[src/rtl/wb_regfile.sv]
// Writeback stage: selects ALU or load data, commits it to a 32-entry register file
// and serves two combinational read ports with same-cycle write-through bypass.
module wb_regfile #(
    parameter int unsigned DATA_WIDTH  = 32,
    parameter int unsigned ADDR_WIDTH  = 5,
    // Value retire_count takes in reset; nonzero only to exercise wrap in simulation.
    parameter logic [31:0] RETIRE_INIT = 32'h0
) (
    input  logic                  clk,
    input  logic                  rst,
    input  logic                  write_reg,
    input  logic                  write_back,
    input  logic [DATA_WIDTH-1:0] ALU_output,
    input  logic [DATA_WIDTH-1:0] readDataFromMemory,
    input  logic [ADDR_WIDTH-1:0] rt_or_rd,
    input  logic [ADDR_WIDTH-1:0] rs_addr,
    input  logic [ADDR_WIDTH-1:0] rt_addr,
    output logic [DATA_WIDTH-1:0] rs_data,
    output logic [DATA_WIDTH-1:0] rt_data,
    output logic [DATA_WIDTH-1:0] wb_data,
    output logic [31:0]           retire_count
);

    localparam int unsigned DEPTH = 2 ** ADDR_WIDTH;

    logic [DATA_WIDTH-1:0] regs_q [DEPTH];
    logic [31:0]           retire_q, retire_d;
    logic                  commit;

    assign wb_data = write_back ? readDataFromMemory : ALU_output;

    // Index 0 is never written, so its storage stays zero; reads of it are forced to 0 anyway.
    assign commit = write_reg && (rt_or_rd != '0) && !rst;

    always_comb begin
        rs_data = '0;
        if (rs_addr != '0) begin
            if (commit && (rs_addr == rt_or_rd)) begin
                rs_data = wb_data;
            end else begin
                rs_data = regs_q[rs_addr];
            end
        end
    end

    always_comb begin
        rt_data = '0;
        if (rt_addr != '0) begin
            if (commit && (rt_addr == rt_or_rd)) begin
                rt_data = wb_data;
            end else begin
                rt_data = regs_q[rt_addr];
            end
        end
    end

    always_ff @(posedge clk or posedge rst) begin
        if (rst) begin
            for (int unsigned i = 0; i < DEPTH; i++) begin
                regs_q[i] <= '0;
            end
        end else if (commit) begin
            regs_q[rt_or_rd] <= wb_data;
        end
    end

    always_comb begin
        retire_d = retire_q;
        if (commit) begin
            retire_d = retire_q + 32'd1;
        end
    end

    always_ff @(posedge clk or posedge rst) begin
        if (rst) begin
            retire_q <= RETIRE_INIT;
        end else begin
            retire_q <= retire_d;
        end
    end

    assign retire_count = retire_q;

endmodule

[config.mk]
export PLATFORM = sky130hd
export DESIGN_NAME = wb_regfile
export DESIGN_NICKNAME = d
export VERILOG_FILES = /design/src/rtl/wb_regfile.sv
export SDC_FILE = /design/constraint.sdc
export NUM_CORES = 2
export LEC_CHECK = 0
export ABC_CLOCK_PERIOD_IN_PS = 43000
export BUFFER_PORTS_ARGS = -buffer_cell sky130_fd_sc_hd__buf_2
export CORE_ASPECT_RATIO = 1.5
export CORE_MARGIN = 1
export CORE_UTILIZATION = 63
export DETAILED_ROUTE_END_ITERATION = 8
export PLACE_DENSITY_LB_ADDON = 0.1
export SYNTH_ARGS = -nofsm -noshare
export SYNTH_HDL_FRONTEND = slang
export SYNTH_SLANG_ARGS = --single-unit
[constraint.sdc]
create_clock -name clk -period 43 [get_ports clk]
set_input_delay 4.3 -clock clk [delete_from_list [all_inputs] [get_ports clk]]
set_output_delay 4.3 -clock clk [all_outputs]
set_load 0.01 [all_outputs]
---- Yosys cells after proc, flatten, opt, wreduce, memory -nomap -nowiden ----
Index checks and enable logic that the tools add are counted.
operators by class
  add/sub/neg operators ................... 1
  magnitude comparators ................... 4
  equality and inequality tests ........... 2
  multiplexer cells ....................... 14
  bitwise operators ....................... 3
  reductions and logical operators ........ 9
operators by type and width
  cell                                                        count
  bitwise mux 1024 bit                                        1
  binary-select mux 32 bit (select 5 bit)                     2
  2-to-1 mux 32 bit                                           10
  demux 32 bit (select 5 bit)                                 1
  adder 32 x 1 -> 32 bit, second input constant               1
  greater-or-equal comparator 6 bit, second input constant    3
  inverter 5 -> 6 bit                                         3
  nonzero test 5 bit                                          3
  equality test 5 bit                                         2
  less-than comparator 6 x 1 -> 1 bit, second input constant  1
  logical AND 1 bit                                           5
  zero test 1 bit                                             1
word-level totals
  register bits after elaboration ......... 1056
  output and inout bits ................... 128
  logic and storage cells ................. 66

---- Longest topological paths before layout ----
  depth in word-level cells ............... 6
  gate-level depth with buffers ........... 10
  depth with buffers taken out ............ 5

---- Worst setup path after synthesis ----
Ideal clock, no wire load.
  path type ............................... input-to-output
  from .................................... in rt_addr[0]
  to ...................................... out rt_data[30]
  arrival time ............................ 5974 ps
  data required time ...................... 38700 ps
  slack ................................... 32726 ps
  stages .................................. 7
  cell sequence ........................... buf_4 -> buf_4 -> buf_2 -> mux4_2 -> a21oi_1 -> a211oi_1 -> a211oi_1
on the way
  longest elaborated chain between the ends .. 6
  elaborated cells between the ends (all ways) .. 9
  classes of those cells .................. 1 x eq/ne; 5 x mux; 1 x bitwise; 2 x reduce/logical
RTL lines
  element                                                RTL line  text
  from (decl)                                            17        input logic [ADDR_WIDTH-1:0] rt_addr,
  inverter 5 -> 6 bit (not written as such)              52        rt_data = regs_q[rt_addr];
  binary-select mux 32 bit (select 5 bit)                52
  2-to-1 mux 32 bit (not written as such) (2 in series)  52
  2-to-1 mux 32 bit                                      49        if (commit && (rt_addr == rt_or_rd)) begin
  2-to-1 mux 32 bit *                                    48        if (rt_addr != '0) begin
  to (decl)                                              19        output logic [DATA_WIDTH-1:0] rt_data,
Every way passes the cells marked *; elsewhere a longest branch is shown, timed or not. The select of a mux whose other input is x is not followed.

---- Final worst setup path ----
  from .................................... in rt_addr[0]
  to ...................................... out rt_data[22]
The elaborated chain is that of the path after synthesis.

==> impl_metrics.ini <==
[status]
status = finished, final reports clean

[detailed_routing]
dr_total_vias = 44718
totalWireLength_um = 193300
ant_nets = 0
remaining_drc_errors = 0
via_per_inst = 7.095
dr.pass1.iters = 6
wl_per_cell_um = 30.66
drt_iter0_markers = 5872

[cts]
clk_pin_slew_ns = 0.06
clock_sinks = 1056
cts_tree = yes
insertion_delay_ns = 0.72
cts_buffers = 103
post_cts_buffers = 0
cts-root-buf = clkbuf_16
clockBufferDepth = 3
cts-htree-levels = 3
ctsHoldBuffers = 0
cts_resized = 0

[logic_synthesis]
synth_nets = 5278
yosysSeqAreaShare_pct = 47.85
netlist_instances = 5194
ys_seq_elements = 1056
syn_avg_cell_area_um2 = 10.63
yosys.area.top_type = dfrtp_1
synth_cell_types = 57
async_reset_ff_share_pct = 100.0
synth_top_cell_area_share_pct = 47.85
yosysWarnings = 0
synth_edf_count = 0
synth_area_mm2 = 0.05522
synthTopCellsByArea = dfrtp_1 (48%), mux4_2 (15%), a21oi_1 (4.8%), nor2_1 (4.5%), o21ai_0 (4.3%)
synth_ff_type = dfrtp_1

[sta]
worst_hold_slack_ns = 0.4043
drv_slew = 0
tightest_slew_ns = 1.167
min_period_over_period_pct = 30.35
maxSlewHeadroom_pct = 22.19
min_period_ns = 13.05
skew_ns = 0.008461
timing.fmax_mhz = 76.63
hold_viol = 0
setup_viol = 0
rsz0062_at_grt = no
worst_slack_ns = 29.95
setup-tns-final_ns = 0

[floorplanning]
die_area_mm2 = 0.08886
fp.dieH_um = 364.6
num_rows = 132
floorplan.initialDensity_pct = 63.81
die_x_um = 243.7
coreArea_mm2 = 0.08654
pin_count = 211

[global_route]
top_usage_layer = met2
met2_usage_pct = 66.43
track_usage_pct = 44.10
grt_antenna_before_repair = 9
grt_overflow = 0
grt_pass1_wl_um = 284400
grt_max_degree = 180
grt_pass1_vias = 43780
use_met3_pct = 12.76
grtUsageMet1_pct = 55.75

[layout]
drive_above_1_share_pct = 21.74
nets = 5166
synthToLayoutAreaGrowth_pct = 9.054
final_cell_area_mm2 = 0.06022

[pwr]
p_per_area_mw_per_mm2 = 46.08
power.leakage_nw = 26.35
ir_worst_vdd_v = 0.00003535

[critical_path]
crit_path_start_kind = input port
crit_required_ns = 38.70
r2r_end = retire_count[25]$_DFFE_PP0P_
reg2reg_setup_slack_ns = 40.85
crit_type = in2out
endpoint_kind = output port
reg2regPathDepth = 5
worstPathMaxFanout = 53
arrival_ns = 8.75
r2r_start = retire_count[0]$_DFFE_PP0P_

[placed_design]
io_buffers = 210
post-dp-hpwl_um = 109900
placed_area_mm2 = 0.05678
post-place-ws_ns = 30.00
gp_congestion = 0.8898

[job]
cap_violations = 0

[min_path]
min_to = regs_q[1005]$_DFFE_PP0P_
min_from = regs_q[1005]$_DFFE_PP0P_
min_path_cells = 0
hold_path_class = reg2reg
layer usage:
| metal | routed length [um] | share of wire [%] |
|---|---|---|
| met1 | 66740 | 35 |
| met2 | 87000 | 45 |
| met3 | 24800 | 13 |
| met4 | 14690 | 7.6 |
| met5 | 48 | 0.025 |
cell usage in the layout, fill, tap and decap left out, types with 17 or more instances in the layout:
cell / instances
mux2_2: 141
mux4_2: 359
a211oi_1: 50
inv_1: 35
xor2_1: 17
o221ai_1: 60
nor3_1: 134
mux2i_1: 198
nand2_1: 514
a21oi_1: 526
o22ai_1: 93
clkinv_2: 19
clkbuf_16: 107
dfrtp_1: 1056
o21ai_1: 29
o21ai_0: 471
buf_4: 127
buf_2: 202
clkbuf_8: 19
xnor2_1: 24
a211oi_2: 23
nor2_1: 654
a221oi_1: 27
a221o_1: 41
clkbuf_1: 19
mux2i_4: 32
state kept, by name, indices dropped and copies added, names as in the netlist:
| register | count |
|---|---|
| regs_q | 1024 |
| retire_count | 32 |
worst max path at each step:
stage / from / end / cells past startpoint
6_report: rt_addr[0] / rt_data[22] / 10
5_1_grt: rt_addr[0] / rt_data[22] / 10
4_1_cts: rt_addr[0] / rt_data[22] / 10
3_5_place_dp: rt_addr[0] / rt_data[22] / 10
3_3_place_gp: rt_addr[0] / rt_data[22] / 10
2_1_floorplan: rst / regs_q[0]$_DFFE_PP0P_ / 1
critical path: stages:
cell,delay [ns]
buf_8,0.43
buf_4,0.60
buf_4,0.82
buf_4,0.72
mux4_2,0.60
mux2i_1,0.15
a211oi_1,0.12
a211oi_1,0.52
a211oi_1,0.17
buf_2,0.21
report_power, final:
group          switching, mW  leakage, nW  internal (mW)
Sequential             0.128         13.8           1.16
Clock                  0.407         1.68          0.534
Combinational          0.290         10.9          0.261
Total                  0.825         26.4           1.95
metrics by stage:
step / cells / util [%] / power [mW]
2_1_floorplan: 5194 / - / 1.667
3_3_place_gp: 6116 / 65.61 / 1.809
3_5_place_dp: 6116 / 65.61 / 1.834
4_1_cts: 6299 / 69.57 / 2.763
5_1_grt: 6301 / 69.58 / 2.878
6_report: 6303 / 69.58 / 2.775
synth_stat cells, drive strengths merged, types with 6 or more instances:
master / instances
a211oi: 73
a21o: 6
a21oi: 526
a221o: 41
a221oi: 34
a22o: 8
buf: 185
clkbuf: 368
dfrtp: 1056
inv: 37
mux2: 141
mux2i: 230
mux4: 359
nand2: 527
nand2b: 10
nand3: 15
nand3b: 7
nor2: 670
nor3: 137
nor3b: 7
o211ai: 13
o21ai: 501
o221ai: 60
o22ai: 93
or3: 6
xnor2: 24
xor2: 17
area by class of cell:
type / count / area [um^2]
multi-input combinational: 3547 / 26690
sequential: 1056 / 26430
fill: 6438 / 26320
clock buffer: 145 / 3010
timing repair buffer: 336 / 2085
tap: 1139 / 1425
clock inverter: 38 / 422.9
inverter: 38 / 150.1
antenna: 4 / 10.01
logic make-up (layout without fill, tap and decap cells):
| kind of cell | after synthesis | count (layout) | share of synthesized area (%) |
|---|---|---|---|
| other | 0 | 4 | 0 |
| AO/OA/AOI/OAI | 1364 | 1364 | 14.42 |
| multiplexers | 730 | 730 | 21.69 |
| AND/OR/NAND/NOR | 1411 | 1411 | 10.44 |
| adder cells (fa/ha/maj) | 1 | 1 | 0.02265 |
| XOR/XNOR | 41 | 41 | 0.6503 |
| flip-flops | 1056 | 1056 | 47.85 |
| buffers and inverters | 591 | 557 | 4.928 |
(Power assumes the default switching activity.)
